`src/rtl/dep_issue_scheduler_pkg.sv`:
```
// Shared types for the dependency-driven issue scheduler.
// Holds the per-slot state encoding and the slot-index width helper.
package dep_issue_scheduler_pkg;

  typedef enum logic [1:0] {
    SLOT_EMPTY   = 2'd0,
    SLOT_WAITING = 2'd1,
    SLOT_ISSUED  = 2'd2
  } slot_state_e;

  localparam int BS_DEFAULT = 16;

  // A single-entry structure would still need a one-bit index.
  function automatic int index_bits(input int n);
    return (n < 2) ? 1 : $clog2(n);
  endfunction

endpackage

```
`src/rtl/dep_issue_scheduler_if.sv`:
```
// Allocation, issue and completion bundle between the dependency table,
// the scheduler and the execution units.
interface dep_issue_scheduler_if #(parameter int bs = 16);
  import dep_issue_scheduler_pkg::*;

  localparam int bs_bits = index_bits(bs);

  logic               alloc_valid;
  logic [bs_bits-1:0] alloc_index;
  logic [bs-1:0]      alloc_dep;
  logic               alloc_ready;
  logic               issue_valid;
  logic [bs_bits-1:0] issue_index;
  logic               issue_ready;
  logic               complete_valid;
  logic [bs_bits-1:0] complete_index;
  logic [bs_bits:0]   occupancy;
  logic               empty;
  logic               err;

  modport master (
    output alloc_valid, alloc_index, alloc_dep, issue_ready,
           complete_valid, complete_index,
    input  alloc_ready, issue_valid, issue_index, occupancy, empty, err
  );

  modport slave (
    input  alloc_valid, alloc_index, alloc_dep, issue_ready,
           complete_valid, complete_index,
    output alloc_ready, issue_valid, issue_index, occupancy, empty, err
  );

endinterface

```
`src/rtl/dep_pick_lowest.sv`:
```
// Lowest-set-bit priority encoder; index is 0 whenever no request is set.
module dep_pick_lowest
  import dep_issue_scheduler_pkg::*;
#(
  parameter int width = 16,
  localparam int idx_bits = index_bits(width)
) (
  input  logic [width-1:0]    req,
  output logic                valid,
  output logic [idx_bits-1:0] index
);

  // Walking downward lets the lowest set bit win the last assignment.
  always_comb begin
    valid = 1'b0;
    index = '0;
    for (int i = width - 1; i >= 0; i--) begin
      if (req[i]) begin
        valid = 1'b1;
        index = idx_bits'(i);
      end
    end
  end

endmodule

```
`src/rtl/dep_issue_scheduler.sv`:
```
// Per-slot dependency tracking with wake-up on completion and in-order
// (lowest slot first) issue through a valid/ready handshake.
module dep_issue_scheduler
  import dep_issue_scheduler_pkg::*;
#(
  parameter int bs = BS_DEFAULT
) (
  input logic                  clk,
  input logic                  rst,
  dep_issue_scheduler_if.slave bus
);

  localparam int bs_bits = index_bits(bs);

  slot_state_e      state_q [bs];
  logic [bs-1:0]    dep_q   [bs];
  logic [bs_bits:0] occ_q;
  logic             err_q;

  logic [bs-1:0]      ready_vec;
  logic               pick_valid;
  logic [bs_bits-1:0] pick_index;
  logic               alloc_free;
  logic               alloc_ok;
  logic               complete_ok;
  logic               issue_fire;
  logic [bs-1:0]      complete_mask;
  logic [bs-1:0]      alloc_dep_masked;

  always_comb begin
    for (int i = 0; i < bs; i++) begin
      ready_vec[i] = (state_q[i] == SLOT_WAITING) && (dep_q[i] == '0);
    end
  end

  dep_pick_lowest #(.width(bs)) u_pick (
    .req   (ready_vec),
    .valid (pick_valid),
    .index (pick_index)
  );

  // Accepted alloc, issue and complete always target slots in three different
  // states, so they can never collide on the same slot.
  assign alloc_free    = (state_q[bus.alloc_index] == SLOT_EMPTY);
  assign alloc_ok      = bus.alloc_valid && alloc_free;
  assign complete_ok   = bus.complete_valid && (state_q[bus.complete_index] == SLOT_ISSUED);
  assign issue_fire    = pick_valid && bus.issue_ready;
  assign complete_mask = bs'(1) << bus.complete_index;

  // A same-cycle completion is folded into the new vector, since the column
  // clear below only sees dependencies that were already registered.
  assign alloc_dep_masked = bus.alloc_dep
                          & ~(bs'(1) << bus.alloc_index)
                          & ~(bus.complete_valid ? complete_mask : '0);

  always_ff @(posedge clk or posedge rst) begin
    if (rst) begin
      for (int i = 0; i < bs; i++) begin
        state_q[i] <= SLOT_EMPTY;
        dep_q[i]   <= '0;
      end
      occ_q <= '0;
      err_q <= 1'b0;
    end else begin
      for (int i = 0; i < bs; i++) begin
        if (alloc_ok && (bus.alloc_index == bs_bits'(i))) begin
          state_q[i] <= SLOT_WAITING;
          dep_q[i]   <= alloc_dep_masked;
        end else if (issue_fire && (pick_index == bs_bits'(i))) begin
          state_q[i] <= SLOT_ISSUED;
        end else if (complete_ok && (bus.complete_index == bs_bits'(i))) begin
          state_q[i] <= SLOT_EMPTY;
          dep_q[i]   <= '0;
        end else if (complete_ok) begin
          dep_q[i] <= dep_q[i] & ~complete_mask;
        end
      end

      case ({alloc_ok, complete_ok})
        2'b10:   occ_q <= occ_q + 1'b1;
        2'b01:   occ_q <= occ_q - 1'b1;
        default: occ_q <= occ_q;
      endcase

      if ((bus.alloc_valid && !alloc_free) || (bus.complete_valid && !complete_ok)) begin
        err_q <= 1'b1;
      end
    end
  end

  assign bus.alloc_ready = alloc_free;
  assign bus.issue_valid = pick_valid;
  assign bus.issue_index = pick_index;
  assign bus.occupancy   = occ_q;
  assign bus.empty       = (occ_q == '0);
  assign bus.err         = err_q;

endmodule

```
`src/flat_wrapper.sv`:
```
// flat-port wrapper written by rule: the top's interface ports become plain ports
module dep_issue_scheduler_flat import dep_issue_scheduler_pkg::*;
#(
  parameter int bs = BS_DEFAULT
)
  (clk, rst, bus_alloc_valid, bus_alloc_index, bus_alloc_dep, bus_issue_ready, bus_complete_valid, bus_complete_index, bus_alloc_ready, bus_issue_valid, bus_issue_index, bus_occupancy, bus_empty, bus_err);
  dep_issue_scheduler_if #(.bs(bs)) bus_i ();
  input logic clk;
  input logic rst;
  input wire logic [$bits(bus_i.alloc_valid)-1:0] bus_alloc_valid;
  input wire logic [$bits(bus_i.alloc_index)-1:0] bus_alloc_index;
  input wire logic [$bits(bus_i.alloc_dep)-1:0] bus_alloc_dep;
  input wire logic [$bits(bus_i.issue_ready)-1:0] bus_issue_ready;
  input wire logic [$bits(bus_i.complete_valid)-1:0] bus_complete_valid;
  input wire logic [$bits(bus_i.complete_index)-1:0] bus_complete_index;
  output wire logic [$bits(bus_i.alloc_ready)-1:0] bus_alloc_ready;
  output wire logic [$bits(bus_i.issue_valid)-1:0] bus_issue_valid;
  output wire logic [$bits(bus_i.issue_index)-1:0] bus_issue_index;
  output wire logic [$bits(bus_i.occupancy)-1:0] bus_occupancy;
  output wire logic [$bits(bus_i.empty)-1:0] bus_empty;
  output wire logic [$bits(bus_i.err)-1:0] bus_err;
  assign bus_i.alloc_valid = bus_alloc_valid;
  assign bus_i.alloc_index = bus_alloc_index;
  assign bus_i.alloc_dep = bus_alloc_dep;
  assign bus_i.issue_ready = bus_issue_ready;
  assign bus_i.complete_valid = bus_complete_valid;
  assign bus_i.complete_index = bus_complete_index;
  assign bus_alloc_ready = bus_i.alloc_ready;
  assign bus_issue_valid = bus_i.issue_valid;
  assign bus_issue_index = bus_i.issue_index;
  assign bus_occupancy = bus_i.occupancy;
  assign bus_empty = bus_i.empty;
  assign bus_err = bus_i.err;
  dep_issue_scheduler #(.bs(bs)) u_core (.clk(clk), .rst(rst), .bus(bus_i));
endmodule
```
`config.mk`:
```
export PLATFORM = sky130hd
export DESIGN_NAME = dep_issue_scheduler_flat
export DESIGN_NICKNAME = d
export VERILOG_FILES = /design/src/rtl/dep_issue_scheduler_pkg.sv /design/src/rtl/dep_issue_scheduler_if.sv /design/src/rtl/dep_pick_lowest.sv /design/src/rtl/dep_issue_scheduler.sv /design/src/flat_wrapper.sv
export SDC_FILE = /design/constraint.sdc
export NUM_CORES = 1
export LEC_CHECK = 0
export BUFFER_PORTS_ARGS = -buffer_cell sky130_fd_sc_hd__buf_4
export CAP_MARGIN = 5
export CELL_PAD_IN_SITES_DETAIL_PLACEMENT = 1
export CELL_PAD_IN_SITES_GLOBAL_PLACEMENT = 1
export CORE_MARGIN = 2
export CORE_UTILIZATION = 45
export DETAILED_ROUTE_END_ITERATION = 8
export PLACE_DENSITY = 0.73
export SYNTH_ARGS = -nofsm -noshare
export SYNTH_HDL_FRONTEND = slang
export SYNTH_SLANG_ARGS = --single-unit
export TNS_END_PERCENT = 10
```
`constraint.sdc`:
```
create_clock -name clk -period 10.4 [get_ports clk]
set_clock_uncertainty 0.15 [all_clocks]
set_input_delay 0.52 -clock clk [delete_from_list [all_inputs] [get_ports clk]]
set_output_delay 0.52 -clock clk [all_outputs]
set_load 0.02 [all_outputs]
```
==> results.py <==
metrics = {
    "outcome": {
        "run_status": "complete, but fails checks",
        "failed_checks": "negative hold slack",
    },
    "logic_synthesis": {
        "cell_count_after_synthesis": 1610,
        "cell_area_after_technology_mapping_um2": 14600,
        "synth.distinct_cells": 67,
        "ys_async_sr_fraction_pct": 100,
        "synth-seq-area-share_pct": 50.3,
        "synth_flop_cell": "sky130_fd_sc_hd__dfrtp_1",
        "postSynthNetCount": 1644,
        "synth_top_area_share_pct": 50.3,
        "synth_top_area_cell": "sky130_fd_sc_hd__dfrtp_1",
        "synth.yosys.warnings": 0,
        "yosys_register_bits": 294,
        "synth-edff-count": 0,
        "mean_cell_area_of_the_mapped_netlist_um2": 9.09,
        "synthTopCellsByArea": "sky130_fd_sc_hd__dfrtp_1 (50%), sky130_fd_sc_hd__o21ai_0 (7.7%), sky130_fd_sc_hd__nand2_1 (3.5%)",
    },
    "worst_setup_path": {
        "worst_setup_path_start_kind": "register",
        "slowest_delay_ns": 0.67,
        "r2r_start": "u_core.state_q[15]",
        "critPathMostFrequentCell": "sky130_fd_sc_hd__a21oi_1",
        "critPathArrivalTime_ns": 3.57,
        "worst-r2r-cell-count": 16,
        "critical_path.max_fanout": 4,
        "timing_worst_setup_path_type": "register to output pin",
        "crit_required_ns": 9.73,
        "worst-r2r-setup-slack_ns": 6.22,
        "crit_chain": "nor4b_1 -> nand4_1 -> nor2_1 -> inv_1 -> a21oi_1 -> o21ai_0 -> a21oi_1 -> o21ai_0 -> a21oi_1 -> buf_4",
        "rr_endpoint": "u_core.bus.occupancy[4]",
        "critPathCaptureType": "output pin",
        "slowest_cell_on_the_critical_path": "sky130_fd_sc_hd__nor4b_1",
    },
    "sta": {
        "final-hold-violation-count": 7,
        "clock.fmax_ghz": 0.236,
        "max_slew.worst_pin.slew_ns": 1.42,
        "tns_ns": 0,
        "finalCritPeriodShare_pct": 40.8,
        "period_minus_slack_ns": 4.24,
        "finalSetupViolations": 0,
        "whs_ns": -0.00893,
        "max_slew_margin_pct": 5.11,
        "rsz0062_at_grt": "no",
        "final_max_slew_viol_count": 0,
    },
    "final_layout": {
        "area.growth.synth_to_final_pct": 13.4,
        "final_area_um2": 16600,
        "nets": 1616,
        "antennaDiodeCount": 0,
        "drive_above_1_share_pct": 12.3,
        "final_util_pct": 51.4,
    },
    "cts": {
        "cts.repair.resized": 0,
        "cts-buffers-inserted": 35,
        "clock_tree.root_cell": "sky130_fd_sc_hd__clkbuf_16",
        "cts-htree-levels": 2,
        "path_clk_slew_ns": 0.06,
        "cts_hold_repair.buffers": 0,
        "clockBufferDepth": 3,
        "cts_tree": "done",
        "clock_insertion_delay_worst_skew_ns": 0.52,
        "postCtsSetupBuffers": 0,
        "clock_sinks": 294,
    },
    "die": {
        "core-area_um2": 32300,
        "row_count": 66,
        "floorplan.die.height_um": 184,
        "die-area_um2": 34000,
        "die_w_um": 184,
        "floorplan.initialDensity_pct": 45.3,
        "io_pins": 42,
    },
    "power": {
        "power_frac_seq_pct": 41.1,
        "totalPowerFinal_w": 0.00443,
        "power.combinational.fraction_pct": 28.3,
        "power.share.switching_pct": 35.5,
        "p_clk_share_pct": 30.5,
        "power_switching_w": 0.00157,
        "internal_power_w": 0.00286,
        "leakage_power_nw": 7.12,
        "power.density_nw_per_um2": 267,
        "worst_ir_drop_vdd_mv": 0.131,
    },
    "routing": {
        "average_routed_wire_per_standard_cell_um": 29.6,
        "wirelength_mm": 60.6,
        "postRouteAntennaNets": 0,
        "routed_via_density": 6.71,
        "drt_first_pass_iters": 5,
        "drc_errors": 0,
        "dr.first_iter.drc_count": 1448,
        "dr_vias": 13800,
    },
    "place": {
        "hpwl_mm": 41.0,
        "placed_cell_area_um2": 15300,
        "gpl.final_weighted_congestion": 0.955,
        "io_buffers": 41,
    },
    "grt": {
        "grt_start_max_net_pins": 178,
        "first_global_vias": 13900,
        "number_of_antenna_violations_at_the_first_check_in_global_routing": 0,
        "grt_first_pass_wirelength_mm": 91.6,
        "grt.overflow.total": 0,
        "gr-usage-all-layers_pct": 36.6,
    },
    "min_path": {
        "min-delay-path-class": "input pin to async pin",
    },
    "job": {
        "maxCapViolCount": 0,
    },
}
[cells by family (layout without fill, tap and decap cells)]
| group | count (synthesis) | count (layout) | share of synthesized area (%) |
|---|---|---|---|
| simple gates | 552 | 552 | 19.5 |
| flops | 294 | 294 | 50.3 |
| xor+xnor | 5 | 5 | 0.299 |
| compound gates | 542 | 542 | 22.6 |
| fa+ha+maj | 5 | 5 | 0.479 |
| mux | 18 | 18 | 1.49 |
| buf+inv | 194 | 192 | 5.45 |
[critical path: cells and delay by family, from the launching register on]
kind | cells | cell delay, ns
buffers and inverters | 2 | 0.31
flip-flops | 1 | 0.45
AO/OA/AOI/OAI | 5 | 0.84
AND/OR/NAND/NOR | 3 | 1.45
[state kept, by name (all words and copies together) (netlist names)]
signal	cells
u_core.bus.err	1
u_core.bus.occupancy	5
u_core.dep_q	256
u_core.state_q	32
[final cells by class]
class	count	area [um2]
Inverter	54	210
Timing Repair Buffer	75	579
Multi-Input combinational cell	1122	6640
Clock buffer	54	1090
Tap cell	442	553
Clock inverter	9	170
Sequential cell	294	7360
Fill cell	3664	15700
[worst max-delay path by stage]
stage                           from                      end
3_5_place_dp   bus_complete_index[1]  u_core.bus.occupancy[4]
5_1_grt            u_core.state_q[5]  u_core.bus.occupancy[4]
4_1_cts           u_core.state_q[15]  u_core.bus.occupancy[4]
2_1_floorplan                    rst           u_core.bus.err
6_report           u_core.state_q[9]       bus_issue_index[0]
3_3_place_gp   bus_complete_index[1]  u_core.bus.occupancy[4]
[through the flow]
step	worst slack [ns]	std cells
after floorplan	1.61	1610
after global placement	6.13	1986
after detailed placement	5.98	1986
after CTS	6.19	2049
after global routing	5.90	2050
final	6.16	2050
[per-layer routing]
layer / global-route usage [%] / wire length, um / vias up
met5: 0 / 0 / -
met4: 17.2 / 3300 / 0
met3: 6.01 / 4630 / 171
met2: 56.7 / 27300 / 616
met1: 50.3 / 25400 / 7094
li1: - / - / 5869
[Yosys cell counts (4+ instances only)]
cell                       count
sky130_fd_sc_hd__nand3b_1     32
sky130_fd_sc_hd__nor3b_1       5
sky130_fd_sc_hd__nor3_1       25
sky130_fd_sc_hd__a22oi_1       6
sky130_fd_sc_hd__o311ai_0      6
sky130_fd_sc_hd__o211ai_1     20
sky130_fd_sc_hd__nand2b_1     12
sky130_fd_sc_hd__buf_1         6
sky130_fd_sc_hd__or3_1        21
sky130_fd_sc_hd__o221ai_1     30
sky130_fd_sc_hd__ha_1          4
sky130_fd_sc_hd__nand2_1     137
sky130_fd_sc_hd__nor2b_1       7
sky130_fd_sc_hd__nor4_1       48
sky130_fd_sc_hd__o31ai_1      15
sky130_fd_sc_hd__or4_1        13
sky130_fd_sc_hd__and2_1        6
sky130_fd_sc_hd__a31o_2       11
sky130_fd_sc_hd__nor2_1      108
sky130_fd_sc_hd__or2_2         4
sky130_fd_sc_hd__a31oi_1      59
sky130_fd_sc_hd__nand3_1      88
sky130_fd_sc_hd__a21o_1        5
sky130_fd_sc_hd__a221oi_2      9
sky130_fd_sc_hd__inv_1        54
sky130_fd_sc_hd__nand4_1      12
sky130_fd_sc_hd__a221oi_1      9
sky130_fd_sc_hd__clkbuf_1    104
sky130_fd_sc_hd__o21ai_1      10
sky130_fd_sc_hd__o21ai_0     226
sky130_fd_sc_hd__nor3_2        4
sky130_fd_sc_hd__buf_2        23
sky130_fd_sc_hd__o22ai_1      23
sky130_fd_sc_hd__dfrtp_1     294
sky130_fd_sc_hd__a21oi_1      95
sky130_fd_sc_hd__buf_6         4
sky130_fd_sc_hd__a22o_1        4
sky130_fd_sc_hd__mux2i_1      15
sky130_fd_sc_hd__a41oi_1       4
sky130_fd_sc_hd__and3_1       12
[power groups by stage]
| stage | clock [W] | combinational [W] | sequential [W] |
|---|---|---|---|
| 2_1_floorplan | 0 | 0.000839 | 0.00172 |
| 5_1_grt | 0.00141 | 0.00138 | 0.00186 |
| 3_3_place_gp | 0 | 0.00119 | 0.00181 |
| 6_report | 0.00135 | 0.00126 | 0.00182 |
| 3_5_place_dp | 0 | 0.00123 | 0.00183 |
| 4_1_cts | 0.00136 | 0.00124 | 0.00181 |
[cells in the final DEF (no fill, tap or decap), types with 5 or more instances in the layout]
| cell type | n |
|---|---|
| sky130_fd_sc_hd__buf_4 | 73 |
| sky130_fd_sc_hd__o22ai_1 | 23 |
| sky130_fd_sc_hd__o21ai_0 | 226 |
| sky130_fd_sc_hd__a221oi_2 | 9 |
| sky130_fd_sc_hd__nor3_2 | 9 |
| sky130_fd_sc_hd__o211ai_1 | 20 |
| sky130_fd_sc_hd__clkbuf_16 | 37 |
| sky130_fd_sc_hd__nor2_1 | 108 |
| sky130_fd_sc_hd__nor2b_1 | 7 |
| sky130_fd_sc_hd__a22oi_1 | 6 |
| sky130_fd_sc_hd__dfrtp_1 | 294 |
| sky130_fd_sc_hd__nand4_1 | 12 |
| sky130_fd_sc_hd__nand3_1 | 88 |
| sky130_fd_sc_hd__o21ai_1 | 10 |
| sky130_fd_sc_hd__clkbuf_8 | 10 |
| sky130_fd_sc_hd__inv_1 | 52 |
| sky130_fd_sc_hd__or3_1 | 21 |
| sky130_fd_sc_hd__o221ai_1 | 15 |
| sky130_fd_sc_hd__a21o_1 | 5 |
| sky130_fd_sc_hd__nand2b_1 | 12 |
| sky130_fd_sc_hd__nor3b_1 | 5 |
| sky130_fd_sc_hd__nor3_1 | 19 |
| sky130_fd_sc_hd__and2_1 | 6 |
| sky130_fd_sc_hd__nand3b_1 | 32 |
| sky130_fd_sc_hd__o311ai_0 | 6 |
| sky130_fd_sc_hd__nor4_1 | 47 |
| sky130_fd_sc_hd__a21oi_1 | 95 |
| sky130_fd_sc_hd__o221ai_2 | 13 |
| sky130_fd_sc_hd__or4_1 | 13 |
| sky130_fd_sc_hd__nand2_1 | 136 |
| sky130_fd_sc_hd__a31o_2 | 11 |
| sky130_fd_sc_hd__bufinv_16 | 5 |
| sky130_fd_sc_hd__and3_1 | 12 |
| sky130_fd_sc_hd__a31oi_1 | 59 |
| sky130_fd_sc_hd__o31ai_1 | 15 |
| sky130_fd_sc_hd__mux2i_1 | 15 |
| sky130_fd_sc_hd__a221oi_1 | 9 |
| sky130_fd_sc_hd__clkbuf_1 | 7 |
(Power assumes the default switching activity.)
